===== config.mk =====
export PLATFORM = sky130hd
export DESIGN_NAME = alu_issue
export DESIGN_NICKNAME = d
export VERILOG_FILES = /design/src/rtl/alu_defs.sv /design/src/rtl/alu_issue_imm_gen.sv /design/src/rtl/alu_issue.sv
export SDC_FILE = /design/constraint.sdc
export NUM_CORES = 1
export LEC_CHECK = 0
export BUFFER_PORTS_ARGS = -buffer_cell sky130_fd_sc_hd__buf_2
export CAP_MARGIN = 20
export CORE_MARGIN = 2
export CORE_UTILIZATION = 40
export CTS_BUF_LIST = sky130_fd_sc_hd__clkbuf_8
export CTS_CLUSTER_DIAMETER = 150
export DETAILED_ROUTE_END_ITERATION = 8
export GPL_ROUTABILITY_DRIVEN = 0
export GPL_TIMING_DRIVEN = 0
export PLACE_DENSITY = 0.76
export SLEW_MARGIN = 0
export SYNTH_ARGS = -nofsm -noshare
export SYNTH_HDL_FRONTEND = slang
export SYNTH_HIERARCHICAL = 1
export SYNTH_SLANG_ARGS = --single-unit

===== constraint.sdc =====
create_clock -name clk -period 1.5 [get_ports clk]
set_clock_uncertainty 0.1 [all_clocks]
set_input_delay 0.3 -clock clk [delete_from_list [all_inputs] [get_ports clk]]
set_output_delay 0.3 -clock clk [all_outputs]
set_load 0.005 [all_outputs]

===== src/rtl/alu_defs.sv =====
// Shared ALU/decode constants: one-hot opcode bit indices, widths and RV32I encodings.
// The execute ALU imports this package too, so bit positions stay in one place.
package alu_defs;

    localparam int DATA_WIDTH = 32;
    localparam int OP_WIDTH   = 12;

    // Bit positions inside the one-hot ALU opcode
    localparam logic [3:0] ALU_ADD   = 4'd0;
    localparam logic [3:0] ALU_SUB   = 4'd1;
    localparam logic [3:0] ALU_AND   = 4'd2;
    localparam logic [3:0] ALU_OR    = 4'd3;
    localparam logic [3:0] ALU_AUIPC = 4'd4;
    localparam logic [3:0] ALU_XOR   = 4'd5;
    localparam logic [3:0] ALU_SLT   = 4'd6;
    localparam logic [3:0] ALU_SLTU  = 4'd7;
    localparam logic [3:0] ALU_SLL   = 4'd8;
    localparam logic [3:0] ALU_SRL   = 4'd9;
    localparam logic [3:0] ALU_SRA   = 4'd10;
    localparam logic [3:0] ALU_LUI   = 4'd11;

    localparam logic [6:0] OPC_OP     = 7'b0110011;
    localparam logic [6:0] OPC_OP_IMM = 7'b0010011;
    localparam logic [6:0] OPC_LUI    = 7'b0110111;
    localparam logic [6:0] OPC_AUIPC  = 7'b0010111;
    localparam logic [6:0] OPC_LOAD   = 7'b0000011;
    localparam logic [6:0] OPC_STORE  = 7'b0100011;
    localparam logic [6:0] OPC_BRANCH = 7'b1100011;

    localparam logic [2:0] F3_ADD_SUB = 3'b000;
    localparam logic [2:0] F3_SLL     = 3'b001;
    localparam logic [2:0] F3_SLT     = 3'b010;
    localparam logic [2:0] F3_SLTU    = 3'b011;
    localparam logic [2:0] F3_XOR     = 3'b100;
    localparam logic [2:0] F3_SRL_SRA = 3'b101;
    localparam logic [2:0] F3_OR      = 3'b110;
    localparam logic [2:0] F3_AND     = 3'b111;

    localparam logic [2:0] F3_BEQ  = 3'b000;
    localparam logic [2:0] F3_BNE  = 3'b001;
    localparam logic [2:0] F3_BLT  = 3'b100;
    localparam logic [2:0] F3_BGE  = 3'b101;
    localparam logic [2:0] F3_BLTU = 3'b110;
    localparam logic [2:0] F3_BGEU = 3'b111;

    localparam logic [6:0] F7_BASE = 7'b0000000;
    localparam logic [6:0] F7_ALT  = 7'b0100000;

endpackage


===== src/rtl/alu_issue_imm_gen.sv =====
// imm_gen: combinational RV32I immediate extraction (I, S, U and shift amount).
// U-immediate is left unshifted; the ALU applies the 12-bit shift for lui/auipc.
module imm_gen #(
    parameter int DATA_WIDTH = 32
) (
    input  logic [31:7]           inst,
    output logic [DATA_WIDTH-1:0] i_imm,
    output logic [DATA_WIDTH-1:0] s_imm,
    output logic [DATA_WIDTH-1:0] u_imm,
    output logic [DATA_WIDTH-1:0] shamt
);

    assign i_imm = {{(DATA_WIDTH-12){inst[31]}}, inst[31:20]};
    assign s_imm = {{(DATA_WIDTH-12){inst[31]}}, inst[31:25], inst[11:7]};
    assign u_imm = {{(DATA_WIDTH-20){1'b0}}, inst[31:12]};
    assign shamt = {{(DATA_WIDTH-5){1'b0}}, inst[24:20]};

endmodule


===== src/rtl/alu_issue.sv =====
// alu_issue: decode-and-issue slot in front of the execute ALU (valid/ready, flush).
// Define ALU_ISSUE_SKID_EN for a one-entry skid buffer giving a registered in_ready.
module alu_issue #(
    parameter int DATA_WIDTH     = 32,
    parameter int OP_WIDTH       = 12,
    parameter int ILLEGAL_AS_NOP = 1
) (
    input  logic                  clk,
    input  logic                  rst,
    input  logic                  in_valid,
    output logic                  in_ready,
    input  logic [31:0]           inst,
    input  logic [DATA_WIDTH-1:0] pc,
    input  logic [DATA_WIDTH-1:0] rs1_data,
    input  logic [DATA_WIDTH-1:0] rs2_data,
    input  logic                  flush,
    output logic                  out_valid,
    input  logic                  out_ready,
    output logic [DATA_WIDTH-1:0] alu_a,
    output logic [DATA_WIDTH-1:0] alu_b,
    output logic [OP_WIDTH-1:0]   alu_op,
    output logic [4:0]            rd,
    output logic                  rf_wen,
    output logic                  is_branch,
    output logic                  br_inv,
    output logic                  illegal,
    output logic [DATA_WIDTH-1:0] out_pc
);
    import alu_defs::*;

    typedef struct packed {
        logic [DATA_WIDTH-1:0] a;
        logic [DATA_WIDTH-1:0] b;
        logic [DATA_WIDTH-1:0] pc;
        logic [OP_WIDTH-1:0]   op;
        logic [4:0]            rd;
        logic                  wen;
        logic                  br;
        logic                  inv;
        logic                  ill;
    } entry_t;

    logic [6:0]            opcode;
    logic [2:0]            funct3;
    logic [6:0]            funct7;
    logic [DATA_WIDTH-1:0] i_imm;
    logic [DATA_WIDTH-1:0] s_imm;
    logic [DATA_WIDTH-1:0] u_imm;
    logic [DATA_WIDTH-1:0] shamt;
    logic [3:0]            op_idx;
    logic                  op_en;
    logic                  wen;
    entry_t                dec;
    entry_t                main_q;

    assign opcode = inst[6:0];
    assign funct3 = inst[14:12];
    assign funct7 = inst[31:25];

    imm_gen #(.DATA_WIDTH(DATA_WIDTH)) u_imm_gen (
        .inst  (inst[31:7]),
        .i_imm (i_imm),
        .s_imm (s_imm),
        .u_imm (u_imm),
        .shamt (shamt)
    );

    always_comb begin
        dec     = '0;
        dec.a   = rs1_data;
        dec.b   = rs2_data;
        dec.pc  = pc;
        dec.rd  = inst[11:7];
        op_idx  = ALU_ADD;
        op_en   = 1'b1;
        wen     = 1'b0;
        case (opcode)
            OPC_OP: begin
                wen = 1'b1;
                case (funct3)
                    F3_ADD_SUB: op_idx = funct7[5] ? ALU_SUB : ALU_ADD;
                    F3_SLL:     op_idx = ALU_SLL;
                    F3_SLT:     op_idx = ALU_SLT;
                    F3_SLTU:    op_idx = ALU_SLTU;
                    F3_XOR:     op_idx = ALU_XOR;
                    F3_SRL_SRA: op_idx = funct7[5] ? ALU_SRA : ALU_SRL;
                    F3_OR:      op_idx = ALU_OR;
                    default:    op_idx = ALU_AND;
                endcase
                // Only sub and sra may carry the alternate funct7; M-extension etc. is rejected
                if (!(funct7 == F7_BASE ||
                      (funct7 == F7_ALT && (funct3 == F3_ADD_SUB || funct3 == F3_SRL_SRA))))
                    dec.ill = 1'b1;
            end
            OPC_OP_IMM: begin
                wen   = 1'b1;
                dec.b = i_imm;
                case (funct3)
                    F3_ADD_SUB: op_idx = ALU_ADD;
                    F3_SLT:     op_idx = ALU_SLT;
                    F3_SLTU:    op_idx = ALU_SLTU;
                    F3_XOR:     op_idx = ALU_XOR;
                    F3_OR:      op_idx = ALU_OR;
                    F3_AND:     op_idx = ALU_AND;
                    F3_SLL: begin
                        dec.b  = shamt;
                        op_idx = ALU_SLL;
                        if (funct7 != F7_BASE) dec.ill = 1'b1;
                    end
                    default: begin
                        dec.b = shamt;
                        if (funct7 == F7_ALT)       op_idx = ALU_SRA;
                        else if (funct7 == F7_BASE) op_idx = ALU_SRL;
                        else                        dec.ill = 1'b1;
                    end
                endcase
            end
            OPC_LUI: begin
                wen    = 1'b1;
                dec.a  = '0;
                dec.b  = u_imm;
                op_idx = ALU_LUI;
            end
            OPC_AUIPC: begin
                wen    = 1'b1;
                dec.a  = pc;
                dec.b  = u_imm;
                op_idx = ALU_AUIPC;
            end
            OPC_LOAD: begin
                wen   = 1'b1;
                dec.b = i_imm;
            end
            OPC_STORE: dec.b = s_imm;
            OPC_BRANCH: begin
                dec.br = 1'b1;
                case (funct3)
                    F3_BEQ:  op_idx = ALU_SUB;
                    F3_BNE:  begin op_idx = ALU_SUB;  dec.inv = 1'b1; end
                    F3_BLT:  op_idx = ALU_SLT;
                    F3_BGE:  begin op_idx = ALU_SLT;  dec.inv = 1'b1; end
                    F3_BLTU: op_idx = ALU_SLTU;
                    F3_BGEU: begin op_idx = ALU_SLTU; dec.inv = 1'b1; end
                    default: dec.ill = 1'b1;
                endcase
            end
            default: dec.ill = 1'b1;
        endcase
        if (dec.ill) begin
            wen     = 1'b0;
            dec.br  = 1'b0;
            dec.inv = 1'b0;
            op_idx  = ALU_ADD;
            op_en   = (ILLEGAL_AS_NOP == 0);
        end
        dec.op  = op_en ? (OP_WIDTH'(1) << op_idx) : '0;
        dec.wen = wen && (dec.rd != 5'd0);
    end

`ifdef ALU_ISSUE_SKID_EN
    entry_t skid_q;
    logic   skid_valid;

    assign in_ready = !skid_valid;

    // A stalled main slot diverts one accept into the skid entry; it drains first when the ALU frees up
    always_ff @(posedge clk or negedge rst) begin
        if (!rst) begin
            out_valid  <= 1'b0;
            skid_valid <= 1'b0;
            main_q     <= '0;
            skid_q     <= '0;
        end else if (flush) begin
            out_valid  <= 1'b0;
            skid_valid <= 1'b0;
        end else if (!out_valid || out_ready) begin
            if (skid_valid) begin
                main_q     <= skid_q;
                out_valid  <= 1'b1;
                skid_valid <= 1'b0;
            end else begin
                out_valid <= in_valid;
                if (in_valid) main_q <= dec;
            end
        end else if (in_valid && !skid_valid) begin
            skid_q     <= dec;
            skid_valid <= 1'b1;
        end
    end
`else
    assign in_ready = !out_valid || out_ready;

    // Payload is loaded on any accept; a flush only kills the valid bit
    always_ff @(posedge clk or negedge rst) begin
        if (!rst) begin
            out_valid <= 1'b0;
            main_q    <= '0;
        end else begin
            if (flush)         out_valid <= 1'b0;
            else if (in_ready) out_valid <= in_valid;
            if (in_valid && in_ready) main_q <= dec;
        end
    end
`endif

    assign alu_a     = main_q.a;
    assign alu_b     = main_q.b;
    assign alu_op    = main_q.op;
    assign rd        = main_q.rd;
    assign rf_wen    = main_q.wen;
    assign is_branch = main_q.br;
    assign br_inv    = main_q.inv;
    assign illegal   = main_q.ill;
    assign out_pc    = main_q.pc;

endmodule


==> key figures <==
Run status
  • Status: finished with violations
  • Failing checks: negative setup slack

Timing
  • Unrepaired setup endpoints after global routing: true
  • Final period util: 133%
  • Final worst path period need: approximately 2000 ps
  • Worst-Margin Slew: between 700 and 800 ps
  • Hold Vio Cnt, Final: 0
  • Worst setup margin: -494 ps
  • Headroom to the max-slew limit: 50.4%
  • Final slew viol count: 0
  • Fmax: approximately 0.50 GHz
  • Final setup violation count: 71

Synthesis
  • FF+latch count, synth: between 100 and 150
  • Synthesized area: around 6800 um^2
  • Synth warnings: 6
  • Synth async-reset ratio: 100%
  • Gate Count Post-Synth: between 700 and 800
  • Synth Flop Type: dfrtp_1
  • Sequential area share after synthesis: about 44%
  • Synthesized area per cell: 8.67 um^2
  • Synth cell types: 48
  • EDFF count, synth: 0

Critical path
  • Reg-to-reg endpoint: alu_op[3]
  • Critical path required time: around 1800 ps
  • Worst Setup EP: alu_op[9]
  • CP Buf/Inv Count: 2
  • Cells along the critical path: buf_8 -> nor4_4 -> nand3_2 -> a221o_1 -> buf_4 -> or2_4 -> or2_4 -> o31ai_2
  • CP startpoint: inst[25]
  • Reg-to-reg slack, setup: -250 ps
  • Worst r2r src: out_valid
  • Critical Path Slowest Stage Cell: a221o_1
  • Worst endpoint data arrival time: roughly 2300 ps
  • Crit-path leading delay family: simple AND/OR/NAND/NOR gates
  • Critical path endpoint category: flip-flop
  • CP max stage delay: ~400 ps
  • Reg2reg path depth: 5
  • Crit path kind: in -> reg
  • Max FO, Critical Path: 4
  • CP startpoint kind: primary input
  • Worst path most repeated cell: or2_4
  • Cell count along the critical path: 8

CTS
  • H-tree depth: 4
  • Clk_lat worst skew: 440 ps
  • Worst-path clk slew: roughly 80 ps
  • CTS sink cnt: between 100 and 150
  • CTS max path bufs: 2
  • Clock buffer count from CTS: 17
  • TritonCTS clock tree: done
  • CTS root buf: clkbuf_8

Detailed routing
  • Routed len/inst: around 18 um
  • Iteration-0 DRC Markers: about 610
  • Via density: about 5.2
  • DRC violations left: 0
  • DR pass1 iterations: 6
  • Detail Route Antenna Nets: 0
  • Final wirelength: ~25 mm
  • Via count: about 7,400

Worst hold path
  • Hold path cells: 3
  • Worst hold path type: in -> reg

Power and ir drop
  • Total power: 0.00888 W
  • Worst vdd ir: approximately 0.51 mV
  • Static Leak: approximately 5.6 nW
  • Pwr Density: between 800 and 900 nW/um^2

Die
  • I/O pins: approximately 250
  • Die Ht: about 130 um
  • Die ar.: ~18,000 um^2
  • Die W: between 100 and 150 um
  • Core area: roughly 17,000 um^2
  • Initial Util: roughly two fifths
  • # rows: 47

Job
  • Maxcap violations: 0

Placed design
  • Port bufs: about 240
  • Post-DP HPWL: approximately 16 mm
  • DP Area: 8730 um^2
  • Post-Place Setup Slack: -1100 ps

Global route
  • Vias in the first global route: ~7,000
  • Largest net degree at the start of global routing: 94
  • Grt ovf: 0
  • First-pass GRT wire length: around 37 mm
  • Overall global routing resource usage: a little over a quarter
  • Initial antenna violation count: 4

Final layout
  • Area Overhead vs Synth: 61.8%
  • Final Cell Area: 11,000 um^2
  • Share of post-route cells with drive strength above 1: 50.4%
  • Total Nets Final: approximately 1,300
==> registers in the layout (all words and copies together), names as in the netlist <==
name / cells
alu_a: 32
alu_b: 32
out_pc: 32
alu_op: 12
rd: 5
br_inv: 1
illegal: 1
is_branch: 1
out_valid: 1
rf_wen: 1
==> tightest hold or removal path: cells and delay by family <==
family | cells | cell delay (ps)
AO/OA/AOI/OAI | 2 | 150
buffers and inverters | 1 | 80
==> Yosys cell counts (2+ instances only) <==
cell	n	share of area, %
nand2b_1	5	0.46
a22o_1	2	0.26
xor2_1	2	0.26
clkbuf_1	57	3.2
and3_1	35	3.2
a22oi_1	32	3.5
o31ai_4	2	0.63
o31ai_1	5	0.55
dfrtp_1	118	44
nor2_1	40	2.2
nor4bb_1	2	0.30
a222oi_1	32	4.7
a21oi_1	36	2.7
nor3b_1	3	0.33
nor3_1	3	0.22
buf_4	128	14
inv_1	4	0.22
nand2_1	166	9.2
nor2b_1	4	0.37
a31oi_1	33	3.0
o21ai_1	25	1.8
o21ai_0	19	1.4
nand4b_1	2	0.26
or2_1	2	0.18
==> cells in the final DEF (no fill, tap or decap), types with 5 or more instances in the layout <==
cell,instances
nor2_1,36
buf_2,230
a31oi_1,33
clkbuf_1,6
buf_8,19
a21oi_2,10
dlygate4sd3_1,47
a21oi_1,26
nand2_1,161
clkbuf_16,9
conb_1,39
buf_4,162
clkbuf_2,12
and3_1,24
clkbuf_4,8
o21ai_1,36
a22oi_2,30
buf_6,24
inv_1,5
dfrtp_1,118
a222oi_1,32
and3_4,11
clkbuf_8,26
o31ai_4,5
==> power breakdown <==
group / total [W] / internal, W / switching (W)
logic: 0.00203 / 0.00105 / 0.000976
registers: 0.00367 / 0.00350 / 0.000172
clock network: 0.00318 / 0.00170 / 0.00148
total: 0.00888 / 0.00626 / 0.00262
==> cell type report <==
type                            instances  area (um^2)
Tap cell                              220          275
Sequential cell                       118         2950
Timing Repair Buffer                  349         2430
Inverter                                4         15.0
Antenna cell                            4         10.0
Fill cell                            1301         5630
Buffer                                180         1530
Multi-Input combinational cell        512         3320
Clock inverter                         14          175
Clock buffer                           18          248
==> cells by family (layout without fill, tap and decap cells) <==
family                    count (synthesis)  in the layout  synth area share, %
DFF                                     118            118                 43.6
buffers and inverters                   189            565                 17.6
xor gates and xnor gates                  2              2                0.259
and+or+nand+nor                         272            272                 18.1
other                                     1             43               0.0554
AOI/OAI and AO/OA                       199            199                 20.5
==> worst min path at each step <==
stage | start | end | slack, ps
finish | rs1_data[19] | alu_a[19] | 20
global route | rs1_data[19] | alu_a[19] | 3
CTS | rs1_data[3] | alu_a[3] | 1
detailed placement | rst | alu_b[20] | 80
global placement | out_pc[21] | out_pc[21] | 350
floorplan | rst | alu_a[0] | -100
==> stage by stage <==
step / util [%] / std cells / setup TNS [ps] / hold slack (ps)
global placement: 52.5 / 1278 / -240910 / 354
CTS: 62.8 / 1390 / -6060 / 1.02
floorplan: - / 819 / -13800 / -95.6
detailed placement: 52.7 / 1279 / -63150 / 80.5
finish: 66.1 / 1419 / -10470 / 16.5
global route: 66.1 / 1418 / -12600 / 2.76
==> metal layers <==
| layer | global-route usage, % | up-vias | share of wire, % |
|---|---|---|---|
| met5 | 0 | - | 0 |
| met4 | 13.5 | 0 | 4.7 |
| met3 | 5.22 | 90 | 6.2 |
| met2 | 41.7 | 346 | 48 |
| met1 | 34.6 | 3550 | 41 |
| li1 | - | 3411 | - |
==> what timing repair did <==
action	4_1_cts	5_1_grt
setup endpoints to repair	118	109
pin swaps	39	56
resized for setup	130	83
hold buffers	45	2
endpoints found under the hold margin	71	2
gates cloned	5	5
buffers inserted	34	28
Note: power is estimated with default switching activity, not from simulation.
